File: src/rtl/ospi_host_ctrl.sv
// Octal-SPI host controller: turns single read/write/erase requests into
// OSPI bus transactions (one byte per OSPI_CLK period, MSB-first address).
// Optional feature macro: OSPI_HOST_WREN_EN -- when defined, write and erase
// are preceded by a standalone WREN (0x06) transaction and a deselect gap.
module ospi_host_ctrl #(
  parameter int unsigned ADDR_BYTES   = 1,
  parameter int unsigned CLK_DIV      = 2,
  parameter int unsigned DUMMY_CYCLES = 4
) (
  input  logic                    clk,
  input  logic                    reset_n,
  input  logic                    req_valid,
  output logic                    req_ready,
  input  logic [1:0]              req_op,
  input  logic [8*ADDR_BYTES-1:0] req_addr,
  input  logic [7:0]              req_wdata,
  output logic                    rsp_valid,
  output logic [7:0]              rsp_rdata,
  output logic                    rsp_err,
  output logic                    busy,
  output logic                    OSPI_CLK,
  output logic                    OSPI_CS,
  output logic [7:0]              OSPI_IO_O,
  output logic                    OSPI_IO_OE,
  input  logic [7:0]              OSPI_IO_I
);

  localparam int unsigned AW = 8 * ADDR_BYTES;
  localparam int unsigned DW = $clog2(2 * CLK_DIV) + 1;

  // Slot phase points: last low cycle, last cycle of a slot, last RECOVER cycle
  // (DONE already provides one deselect cycle, so RECOVER is one shorter).
  localparam logic [DW-1:0] DIV_RISE = DW'(CLK_DIV - 1);
  localparam logic [DW-1:0] DIV_LAST = DW'(2 * CLK_DIV - 1);
  localparam logic [DW-1:0] RCV_LAST = DW'(2 * CLK_DIV - 2);
  localparam logic [3:0]    CNT_ADDR = 4'(ADDR_BYTES);
  localparam logic [3:0]    CNT_DUMY = 4'(DUMMY_CYCLES);

  localparam logic [7:0] OPC_READ  = 8'h0B;
  localparam logic [7:0] OPC_WRITE = 8'h02;
  localparam logic [7:0] OPC_ERASE = 8'h20;
`ifdef OSPI_HOST_WREN_EN
  localparam logic [7:0] OPC_WREN  = 8'h06;
`endif

  typedef enum logic [1:0] {OP_READ, OP_WRITE, OP_ERASE, OP_RSVD} op_e;

  typedef enum logic [3:0] {
    S_IDLE, S_CMD, S_ADDR, S_DUMMY, S_RDATA, S_WDATA, S_DONE, S_RECOVER
`ifdef OSPI_HOST_WREN_EN
    , S_WREN, S_GAP
`endif
  } state_e;

  state_e          state_q, state_d;
  logic [DW-1:0]   div_q, div_d;
  logic [3:0]      cnt_q, cnt_d;
  op_e             op_q, op_d;
  logic [AW-1:0]   addr_q, addr_d;
  logic [7:0]      wdata_q, wdata_d;
  logic [7:0]      cap_q, cap_d;
  logic [7:0]      rdata_q, rdata_d;
  logic            err_q, err_d;
  logic            slot_end;
  logic [7:0]      cmd_byte;

  assign slot_end = (div_q == DIV_LAST);

  // State and datapath registers.
  always_ff @(posedge clk or negedge reset_n) begin
    if (!reset_n) begin
      state_q <= S_IDLE;
      div_q   <= '0;
      cnt_q   <= '0;
      op_q    <= OP_READ;
      addr_q  <= '0;
      wdata_q <= '0;
      cap_q   <= '0;
      rdata_q <= '0;
      err_q   <= 1'b0;
    end else begin
      state_q <= state_d;
      div_q   <= div_d;
      cnt_q   <= cnt_d;
      op_q    <= op_d;
      addr_q  <= addr_d;
      wdata_q <= wdata_d;
      cap_q   <= cap_d;
      rdata_q <= rdata_d;
      err_q   <= err_d;
    end
  end

  // Next-state logic: request capture, slot sequencing, byte/dummy counting.
  always_comb begin
    state_d = state_q;
    div_d   = slot_end ? '0 : div_q + 1'b1;
    cnt_d   = cnt_q;
    op_d    = op_q;
    addr_d  = addr_q;
    wdata_d = wdata_q;
    cap_d   = cap_q;
    rdata_d = rdata_q;
    err_d   = err_q;
    case (state_q)
      S_IDLE: begin
        div_d = '0;
        if (req_valid) begin
          op_d    = op_e'(req_op);
          addr_d  = req_addr;
          wdata_d = req_wdata;
          err_d   = (req_op == 2'b11);
          if (req_op == 2'b11) state_d = S_DONE;
`ifdef OSPI_HOST_WREN_EN
          else if (req_op == 2'b01 || req_op == 2'b10) state_d = S_WREN;
`endif
          else state_d = S_CMD;
        end
      end
`ifdef OSPI_HOST_WREN_EN
      S_WREN: if (slot_end) state_d = S_GAP;
      S_GAP:  if (slot_end) state_d = S_CMD;
`endif
      S_CMD: begin
        if (slot_end) begin
          state_d = S_ADDR;
          cnt_d   = CNT_ADDR;
        end
      end
      S_ADDR: begin
        if (slot_end) begin
          addr_d = addr_q << 8;
          cnt_d  = cnt_q - 4'd1;
          if (cnt_q == 4'd1) begin
            case (op_q)
              OP_READ: begin
                cnt_d   = CNT_DUMY;
                state_d = (DUMMY_CYCLES == 0) ? S_RDATA : S_DUMMY;
              end
              OP_WRITE: state_d = S_WDATA;
              default:  state_d = S_DONE;
            endcase
          end
        end
      end
      S_DUMMY: begin
        if (slot_end) begin
          cnt_d = cnt_q - 4'd1;
          if (cnt_q == 4'd1) state_d = S_RDATA;
        end
      end
      S_RDATA: begin
        if (div_q == DIV_RISE) cap_d = OSPI_IO_I;
        if (slot_end) begin
          rdata_d = cap_q;
          state_d = S_DONE;
        end
      end
      S_WDATA: if (slot_end) state_d = S_DONE;
      S_DONE: begin
        div_d   = '0;
        state_d = S_RECOVER;
      end
      S_RECOVER: begin
        div_d = div_q + 1'b1;
        if (div_q == RCV_LAST) begin
          div_d   = '0;
          state_d = S_IDLE;
        end
      end
      default: state_d = S_IDLE;
    endcase
  end

  // Opcode byte for the captured operation.
  always_comb begin
    cmd_byte = '0;
    case (op_q)
      OP_READ:  cmd_byte = OPC_READ;
      OP_WRITE: cmd_byte = OPC_WRITE;
      OP_ERASE: cmd_byte = OPC_ERASE;
      default:  cmd_byte = '0;
    endcase
  end

  // OSPI pin drive: CS/OE/IO per slot state, clock high in the second half-slot.
  always_comb begin
    OSPI_CS    = 1'b1;
    OSPI_CLK   = 1'b0;
    OSPI_IO_O  = '0;
    OSPI_IO_OE = 1'b0;
    case (state_q)
`ifdef OSPI_HOST_WREN_EN
      S_WREN: begin
        OSPI_CS    = 1'b0;
        OSPI_IO_OE = 1'b1;
        OSPI_IO_O  = OPC_WREN;
      end
`endif
      S_CMD: begin
        OSPI_CS    = 1'b0;
        OSPI_IO_OE = 1'b1;
        OSPI_IO_O  = cmd_byte;
      end
      S_ADDR: begin
        OSPI_CS    = 1'b0;
        OSPI_IO_OE = 1'b1;
        OSPI_IO_O  = addr_q[AW-1 -: 8];
      end
      S_WDATA: begin
        OSPI_CS    = 1'b0;
        OSPI_IO_OE = 1'b1;
        OSPI_IO_O  = wdata_q;
      end
      S_DUMMY, S_RDATA: OSPI_CS = 1'b0;
      default: ;
    endcase
    if (!OSPI_CS) OSPI_CLK = (div_q > DIV_RISE);
  end

  assign req_ready = (state_q == S_IDLE);
  assign busy      = ~req_ready;
  assign rsp_valid = (state_q == S_DONE);
  assign rsp_err   = rsp_valid & err_q;
  assign rsp_rdata = rdata_q;

endmodule

File: config.mk
export PLATFORM = sky130hd
export DESIGN_NAME = ospi_host_ctrl
export DESIGN_NICKNAME = d
export VERILOG_FILES = /design/src/rtl/ospi_host_ctrl.sv
export SDC_FILE = /design/constraint.sdc
export NUM_CORES = 1
export LEC_CHECK = 0
export ABC_AREA = 0
export CORE_MARGIN = 3
export CORE_UTILIZATION = 35
export DETAILED_ROUTE_END_ITERATION = 10
export PLACE_DENSITY = 0.64
export SLEW_MARGIN = 10
export SYNTH_ARGS = -nofsm -noshare
export SYNTH_HDL_FRONTEND = slang
export SYNTH_SLANG_ARGS = --single-unit
File: constraint.sdc
create_clock -name clk -period 2.3 [get_ports clk]
set_clock_uncertainty 0.15 [all_clocks]
set_input_delay 0.46 -clock clk [delete_from_list [all_inputs] [get_ports clk]]
set_output_delay 0.46 -clock clk [all_outputs]
set_load 0.1 [all_outputs]
==> flow_summary.json, run 1 <==
{
  "outcome": "complete, but fails checks",
  "failed_checks": "negative hold slack",
  "final_common_cell": "dfrtp_1",
  "synth.net_count": 246,
  "dp_hpwl_um": 4140,
  "slew_headroom_pct": 63.8,
  "cts_tree": "yes",
  "synth_top_cell_by_area": "dfrtp_1",
  "syn_area_um2": 2290,
  "htree_levels": 2,
  "fmax_mhz": 445,
  "reg2reg_depth": 4,
  "vias": 1742,
  "grt_pass1_wl_um": 9070,
  "grt_max_degree": 24,
  "diodes": 0,
  "cts.sinks": 45,
  "crit_required_ns": 1.69,
  "drc_errors": 0,
  "start_util_pct": 37.4,
  "grt_use_total_pct": 15.5,
  "wl_per_cell_um": 15.3,
  "finalMaxSlewViolations": 0,
  "period_share_pct": 97.7,
  "setup.worst_path.class": "flip-flop to output port",
  "ant_nets": 0,
  "cts.clk_slew.worst_paths_ns": 0.09,
  "slowest_delay_ns": 0.43,
  "yosys_register_bits": 45,
  "core_um2": 6130,
  "critPathCaptureType": "output port",
  "syn_inst": 210,
  "grt-ovfl-total": 0,
  "ys_top_cells_by_area": "dfrtp_1 49%, mux2_2 8.4%, nand2_1 5.7%",
  "crit_path_end": "OSPI_IO_OE",
  "cp-startpoint": "state_q[0]$_DFFE_PN0P_",
  "path_cells": "buf_6 -> nor3_2 -> buf_4 -> or2_2 -> buf_12",
  "die_w_um": 86.9,
  "die_area_um2": 7550,
  "final_cell_mix": "43 x dfrtp_1, 34 x nand2_1, 27 x clkdlybuf4s50_1",
  "drive_above_1_share_pct": 34.8,
  "rsz0062_at_grt": "true",
  "yosys_warnings": 0,
  "drt_iter0_drc": 98,
  "finalInstanceArea_um2": 3290,
  "cts_root_buf": "clkbuf_8",
  "drt-pass1-iter-count": 4,
  "cp-start-kind": "flip-flop",
  "min_path_type": "input pin to async pin",
  "numCtsBuffers": 5,
  "clk_latency_ns": 0.29,
  "clockBufferDepth": 2,
  "nFillCells": 531,
  "slowest_stage": "dfrtp_1",
  "hold_violations": 19,
  "ioPinCount": 52,
  "synthFlopType": "dfrtp_1",
  "synth_top_area_share_pct": 49.2,
  "fin_nets": 305,
  "r2r_end": "rsp_rdata[2]$_DFFE_PN0P_",
  "syn2layout_area_growth_pct": 43.6,
  "vias_per_cell": 5.05,
  "whs_ns": -0.00905,
  "portBuffers": 51,
  "setup_viol": 0,
  "crit_arrival_ns": 1.64,
  "rows": 28,
  "die_h_um": 86.9,
  "placed_area_um2": 3180,
  "r2r_slack_ns": 0.27,
  "ys_types": 49,
  "wl_um": 5290,
  "period_needed_ns": 2.25,
  "routabilityCongestion": 0.793,
  "cap_viol_max_count": 0,
  "power_density_nw_per_um2": 1570,
  "async_flop_share_pct": 100,
  "ys_seq_area_share_pct": 49.2,
  "synth_edf_count": 0,
  "crit_fanout": 12,
  "syn_avg_cell_area_um2": 10.9,
  "p_leak_nw": 1.44,
  "grt_pass1_vias": 1827,
  "worstReg2RegStart": "div_q[0]$_DFF_PN0_",
  "vdd_drop_max_mv": 1.08,
  "worst_pin_slew_ns": 0.543,
  "antenna_found_initial": 0
}
[through the flow]
stage | std cells | total power, mW | util (%) | setup slack (ns) | setup TNS, ns
global route | 345 | 5.47 | 53.7 | -0.0126 | -0.0205
floorplan | 210 | 3.67 | - | -0.336 | -1.04
global placement | 337 | 4.63 | 51.8 | 0.251 | 0
finish | 345 | 5.16 | 53.7 | 0.0532 | 0
CTS | 345 | 5.17 | 53.4 | -0.00452 | -0.00823
detailed placement | 337 | 4.66 | 51.8 | 0.251 | 0
[registers in the layout, indices dropped and copies added (netlist names)]
register / count
div_q: 3
addr_q: 8
cnt_q: 4
rsp_rdata: 8
state_q: 3
err_q: 1
cap_q: 8
op_q: 2
wdata_q: 8
[Yosys cell counts (2+ instances only)]
cell	instances
dfrtp_1	45
nand2_1	35
mux2_2	17
a22o_1	12
o21ai_0	11
inv_1	10
a21oi_1	8
ha_1	7
buf_2	5
nor2_1	5
and2_1	4
nor3b_1	4
a22oi_1	3
buf_4	3
nor3_1	3
buf_6	2
mux2i_1	2
nor2b_1	2
nor3b_2	2
[cells by family (layout without fill, tap and decap cells)]
group / Yosys count / count (layout) / share of synthesized area, %
compound gates: 50 / 50 / 16.6
flops: 45 / 45 / 49.2
simple gates: 65 / 65 / 15.0
buf+inv: 22 / 82 / 5.02
fa+ha+maj: 7 / 7 / 3.82
mux: 21 / 21 / 10.4
[area by class of cell]
| class | instances | area (um2) | share of cell area, % |
|---|---|---|---|
| Multi-Input combinational cell | 143 | 1170 | 35.6 |
| Tap cell | 75 | 93.8 | 2.85 |
| Inverter | 11 | 67.6 | 2.05 |
| Clock inverter | 2 | 15.0 | 0.456 |
| Timing Repair Buffer | 63 | 742 | 22.5 |
| Clock buffer | 6 | 72.6 | 2.21 |
| Sequential cell | 45 | 1130 | 34.3 |
[critical path: cells and delay by family, from the launching register on]
kind                   cells  cell delay (ns)
buffers and inverters      3             0.53
DFF                        1             0.43
and+or+nand+nor            2             0.37
[repair_timing]
item | 4_1_cts | 5_1_grt
gates resized for setup | 5 | 4
hold buffers | 0 | 0
buffers inserted | 0 | 0
setup endpoints to repair | 10 | 7
pin swaps | 1 | 0
[worst min path at each step]
stage | depth (start not counted) | endpoint | slack (ns) | startpoint
6_report | 1 | rsp_rdata[0]$_DFFE_PN0P_ | -0.009 | reset_n
5_1_grt | 1 | rsp_rdata[0]$_DFFE_PN0P_ | 0.007 | reset_n
4_1_cts | 1 | rsp_rdata[0]$_DFFE_PN0P_ | 0.004 | reset_n
3_5_place_dp | 2 | wdata_q[0]$_DFFE_PN0P_ | 0.32 | wdata_q[0]$_DFFE_PN0P_
3_3_place_gp | 2 | wdata_q[5]$_DFFE_PN0P_ | 0.32 | wdata_q[5]$_DFFE_PN0P_
2_1_floorplan | 0 | addr_q[0]$_DFFE_PN0P_ | 0.01 | reset_n
[per-layer routing]
| layer | GRT usage [%] | routed length, um | part of all wire, % |
|---|---|---|---|
| met5 | 0 | 0 | 0 |
| met4 | 3.82 | 60 | 1.1 |
| met3 | 4.35 | 271 | 5.1 |
| met2 | 25.3 | 2570 | 49 |
| met1 | 20.2 | 2380 | 45 |
[power breakdown]
group          switching, mW  internal [mW]
clock                  0.271          0.214
combinational           2.02           1.29
sequential             0.240           1.12
total                   2.53           2.63
No activity file was read; power rests on OpenSTA's default activity.
==> run 2, diff against run 1 <==
--- a/config.mk
+++ b/config.mk
@@ -6,9 +6,11 @@
 export NUM_CORES = 1
 export LEC_CHECK = 0
 export ABC_AREA = 0
-export CORE_MARGIN = 3
+export CORE_MARGIN = 4
 export CORE_UTILIZATION = 35
+export CTS_CLUSTER_SIZE = 16
 export DETAILED_ROUTE_END_ITERATION = 10
+export MAX_ROUTING_LAYER = met4
 export PLACE_DENSITY = 0.64
 export SLEW_MARGIN = 10
 export SYNTH_ARGS = -nofsm -noshare
==> run 2 against run 1 <==
Net effect: the flow now finishes without violations; highest routed layer unchanged; flip-flop and latch count unchanged; count of clock-buffer cells in the layout unchanged; first-iteration DRC count increased by 8.2%; hold slack improved by 0.089 ns; sequential power about the same.
==> flow_summary.json, run 2 (synthesized netlist as in run 1, its figures left out) <==
{
  "outcome": "finished, final reports clean",
  "critPathCaptureType": "output port",
  "rsz0062_at_grt": "true",
  "wl_per_cell_um": 15.5,
  "hold_violations": 0,
  "p_leak_nw": 1.45,
  "cp-start-kind": "flip-flop",
  "dp_hpwl_um": 4090,
  "drt-pass1-iter-count": 4,
  "fmax_mhz": 444,
  "cts.sinks": 45,
  "period_share_pct": 98.0,
  "power_density_nw_per_um2": 1600,
  "vias_per_cell": 5.01,
  "crit_arrival_ns": 1.64,
  "min_path_type": "input pin to async pin",
  "finalNonFillerCells": 347,
  "finalWorstSetupSlack_ns": 0.0464,
  "period_needed_ns": 2.25,
  "portBuffers": 51,
  "grt_use_total_pct": 15.5,
  "setup.worst_path.class": "flip-flop to output port",
  "worst_pin_slew_ns": 0.580,
  "cts_root_buf": "clkbuf_8",
  "clk_latency_ns": 0.30,
  "numCtsBuffers": 5,
  "grt_pass1_wl_um": 9110,
  "drc_errors": 0,
  "start_util_pct": 36.1,
  "syn2layout_area_growth_pct": 44.1,
  "drive_above_1_share_pct": 34.4,
  "fin_nets": 305,
  "whs_ns": 0.0802,
  "dp.cells": 339,
  "vdd_drop_max_mv": 1.01,
  "pre_cts_ws_ns": 0.266,
  "htree_levels": 2,
  "slowest_stage": "dfrtp_2",
  "diodes": 0,
  "drt_iter0_drc": 106,
  "antenna_found_initial": 0,
  "die_area_um2": 7900,
  "crit_fanout": 9,
  "slowest_delay_ns": 0.50,
  "die_h_um": 88.9,
  "clockBufferDepth": 2,
  "grt_pass1_vias": 1887,
  "finalMaxSlewViolations": 0,
  "slew_headroom_pct": 61.3,
  "cap_viol_max_count": 0,
  "grt_max_degree": 46,
  "ant_nets": 0,
  "rows": 29,
  "routabilityCongestion": 0.813,
  "die_w_um": 88.9,
  "core_um2": 6350,
  "reg2reg_depth": 6,
  "final_cell_mix": "42 x dfrtp_1, 34 x nand2_1, 27 x clkdlybuf4s50_1",
  "grt-ovfl-total": 0,
  "crit_required_ns": 1.69,
  "wl_um": 5370,
  "vias": 1737,
  "setup_viol": 0,
  "ioPinCount": 52,
  "postCtsSetupRepairBufs": 0,
  "final_common_cell": "dfrtp_1",
  "cts.clk_slew.worst_paths_ns": 0.09,
  "path_cells": "nor3_4 -> bufinv_16 -> nand2_8 -> a21oi_4 -> buf_12",
  "cts_tree": "yes"
}
run 2: cell type report:
class	count	area, um2
repair buffers	63	726
well taps	77	96.3
flip-flops and latches	45	1130
clock inverters	2	38.8
clock buffers	6	72.6
multi-input cells	143	1170
fillers	538	3050
inverters	11	67.6
run 2: metrics by stage:
stage	power (mW)	area, um2	util (%)	setup TNS (ns)
2_1_floorplan	3.67	2430	-	-1.04
3_3_place_gp	4.63	3170	49.9	0
3_5_place_dp	4.66	3170	49.9	0
4_1_cts	5.30	3290	51.8	0
5_1_grt	5.57	3300	52.0	-0.0839
6_report	5.27	3300	52.0	0
run 2: power by group:
part | leakage [nW] | total, mW | switching [mW] | internal, mW
registers | 0.563 | 1.38 | 0.260 | 1.12
logic | 0.836 | 3.28 | 1.98 | 1.29
clock network | 0.0554 | 0.610 | 0.283 | 0.327
total | 1.45 | 5.27 | 2.53 | 2.74
run 2: what timing repair did:
item                                    4_1_cts  5_1_grt
resized for setup                             4        4
hold buffers                                  0        0
endpoints found under the setup margin       10        9
run 2: layer usage:
metal  track usage, %  up-vias  part of all wire (%)  wire length (um)
met5                -        -                     0                 0
met4             6.18        0                   2.1               112
met2             23.6       37                    49              2630
met1             19.9      835                    45              2400
li1                 -      855                     -                 -
met3             3.69       10                   4.4               234
run 2: final timing paths:
path | start | endpoint | slack (ns)
max in group asynchronous | reset_n | state_q[2]$_DFFE_PN0P_ | 1.49
worst max register to register | div_q[0]$_DFF_PN0_ | state_q[0]$_DFFE_PN0P_ | 0.28
worst max-delay path | state_q[1]$_DFFE_PN0P_ | OSPI_CLK | 0.05
worst min-delay path | reset_n | cap_q[5]$_DFFE_PN0P_ | 0.08
min in group clk | err_q$_DFFE_PN0P_ | err_q$_DFFE_PN0P_ | 0.33
worst min register to register | err_q$_DFFE_PN0P_ | err_q$_DFFE_PN0P_ | 0.33
run 2: worst max-delay path, delay by kind of cell, from the launching register on:
family | cells | cell delay [ns]
buffers and inverters | 2 | 0.40
and+or+nand+nor | 2 | 0.41
AOI/OAI and AO/OA | 1 | 0.04
DFF | 1 | 0.50
==> run 3, diff against run 2 <==
--- a/config.mk
+++ b/config.mk
@@ -10,7 +10,6 @@
 export CORE_UTILIZATION = 35
 export CTS_CLUSTER_SIZE = 16
 export DETAILED_ROUTE_END_ITERATION = 10
-export MAX_ROUTING_LAYER = met4
 export PLACE_DENSITY = 0.64
 export SLEW_MARGIN = 10
 export SYNTH_ARGS = -nofsm -noshare
==> run 3 against run 2 <==
Net effect: count of clock-buffer cells in the layout stayed put; routed wire length is 0.19% higher; global-route usage is 0.48 points lower; register-to-register slack hardly changed; final cell count stayed put.
==> flow_summary.json, run 3 (synthesized netlist as in run 1, its figures left out) <==
{
  "r2r_end": "state_q[0]$_DFFE_PN0P_",
  "rsz0062_at_grt": "true",
  "ioPinCount": 52,
  "slowest_delay_ns": 0.49,
  "finalNonFillerCells": 347,
  "hold_violations": 0,
  "postCtsSetupRepairBufs": 0,
  "vias_per_cell": 5.03,
  "cts.sinks": 45,
  "fmax_mhz": 444,
  "fin_nets": 305,
  "htree_levels": 2,
  "cp.depth": 5,
  "drc_errors": 0,
  "antenna_found_initial": 0,
  "die_area_um2": 7900,
  "drive_above_1_share_pct": 34.4,
  "critPathCaptureType": "output port",
  "cts_tree": "yes",
  "die_w_um": 88.9,
  "final_common_cell": "dfrtp_1",
  "hold_buffers": 0,
  "drt-pass1-iter-count": 4,
  "placed_area_um2": 3170,
  "ctsResizeCount": 4,
  "whs_ns": 0.0808,
  "crit_fanout": 9,
  "die_h_um": 88.9,
  "grt_pass1_wl_um": 9120,
  "vias": 1744,
  "setup_viol": 0,
  "crit_arrival_ns": 1.64,
  "wl_um": 5380,
  "power_density_nw_per_um2": 1600,
  "critical_path_buf_inv_count": 2,
  "setup.worst_path.class": "flip-flop to output port",
  "cts.clk_slew.worst_paths_ns": 0.09,
  "reg2reg_depth": 6,
  "cts_root_buf": "clkbuf_8",
  "start_util_pct": 36.1,
  "crit_required_ns": 1.69,
  "vdd_drop_max_mv": 1.01,
  "syn2layout_area_growth_pct": 44.1,
  "grt-ovfl-total": 0,
  "clockBufferDepth": 2,
  "setup_tns_ns": 0,
  "p_leak_nw": 1.45,
  "outcome": "finished, final reports clean",
  "dp.cells": 339,
  "diodes": 0,
  "finalInstanceArea_um2": 3300,
  "core_um2": 6350,
  "finalMaxSlewViolations": 0,
  "period_needed_ns": 2.25,
  "finalWorstSetupSlack_ns": 0.0475,
  "critical-path-top-delay-family": "flip-flops",
  "numCtsBuffers": 5,
  "wl_per_cell_um": 15.5,
  "grt_max_degree": 46,
  "dp_hpwl_um": 4090,
  "r2r_slack_ns": 0.29,
  "final_cell_mix": "42 x dfrtp_1, 34 x nand2_1, 27 x clkdlybuf4s50_1",
  "cap_viol_max_count": 0,
  "slew_headroom_pct": 61.3,
  "period_share_pct": 97.9,
  "pre_cts_ws_ns": 0.266,
  "slowest_stage": "dfrtp_2",
  "min_path_type": "input pin to async pin",
  "grt_pass1_vias": 1879,
  "rows": 29,
  "grt_use_total_pct": 15.0,
  "ant_nets": 0,
  "worstReg2RegStart": "div_q[0]$_DFF_PN0_",
  "path_cells": "nor3_4 -> bufinv_16 -> nand2_8 -> a21oi_4 -> buf_12",
  "portBuffers": 51,
  "worst_pin_slew_ns": 0.581,
  "routabilityCongestion": 0.802,
  "cp-start-kind": "flip-flop",
  "drt_iter0_drc": 99,
  "clk_latency_ns": 0.30
}
## run 3: cell counts in the layout (fill, tap and decap cells not counted)
Identical to the previous run, type by type.
## run 3: layout make-up
cell class,count,area (um2)
fill,538,3050
clock buffer,6,72.6
timing repair buffer,63,726
sequential,45,1130
tap,77,96.3
multi-input combinational,143,1170
clock inverter,2,38.8
inverter,11,67.6
## run 3: worst max-delay path by stage
stage	from	endpoint
after floorplan	state_q[1]$_DFFE_PN0P_	OSPI_CLK
after global placement	req_valid	state_q[0]$_DFFE_PN0P_
after detailed placement	req_valid	state_q[0]$_DFFE_PN0P_
after CTS	state_q[0]$_DFFE_PN0P_	OSPI_IO_O[2]
after global routing	state_q[1]$_DFFE_PN0P_	OSPI_IO_O[0]
final	state_q[1]$_DFFE_PN0P_	OSPI_CLK
## run 3: per-stage QoR
stage,power (mW),util (%)
3_3_place_gp,4.63,49.9
2_1_floorplan,3.67,-
5_1_grt,5.57,52.0
4_1_cts,5.30,51.8
6_report,5.27,52.0
3_5_place_dp,4.66,49.9
## run 3: power by group
group          total [mW]  internal, mW  switching [mW]
clock               0.609         0.327           0.282
combinational        3.28          1.29            1.99
sequential           1.38          1.12           0.260
## run 3: worst register-to-register path, delay by kind of cell (launching register included)
kind,cells,cell delay [ns]
mux,1,0.33
compound gates,2,0.47
fa+ha+maj,1,0.17
buf+inv,1,0.07
simple gates,1,0.29
flops,1,0.42
## run 3: layer usage
metal  vias up  share of wire (%)  GRT usage, %
met2        45                 49          23.8
met3        10                5.6          4.52
li1        856                  -             -
met1       833                 43          19.2
met4         0                2.2          6.18
met5         -                  0             0
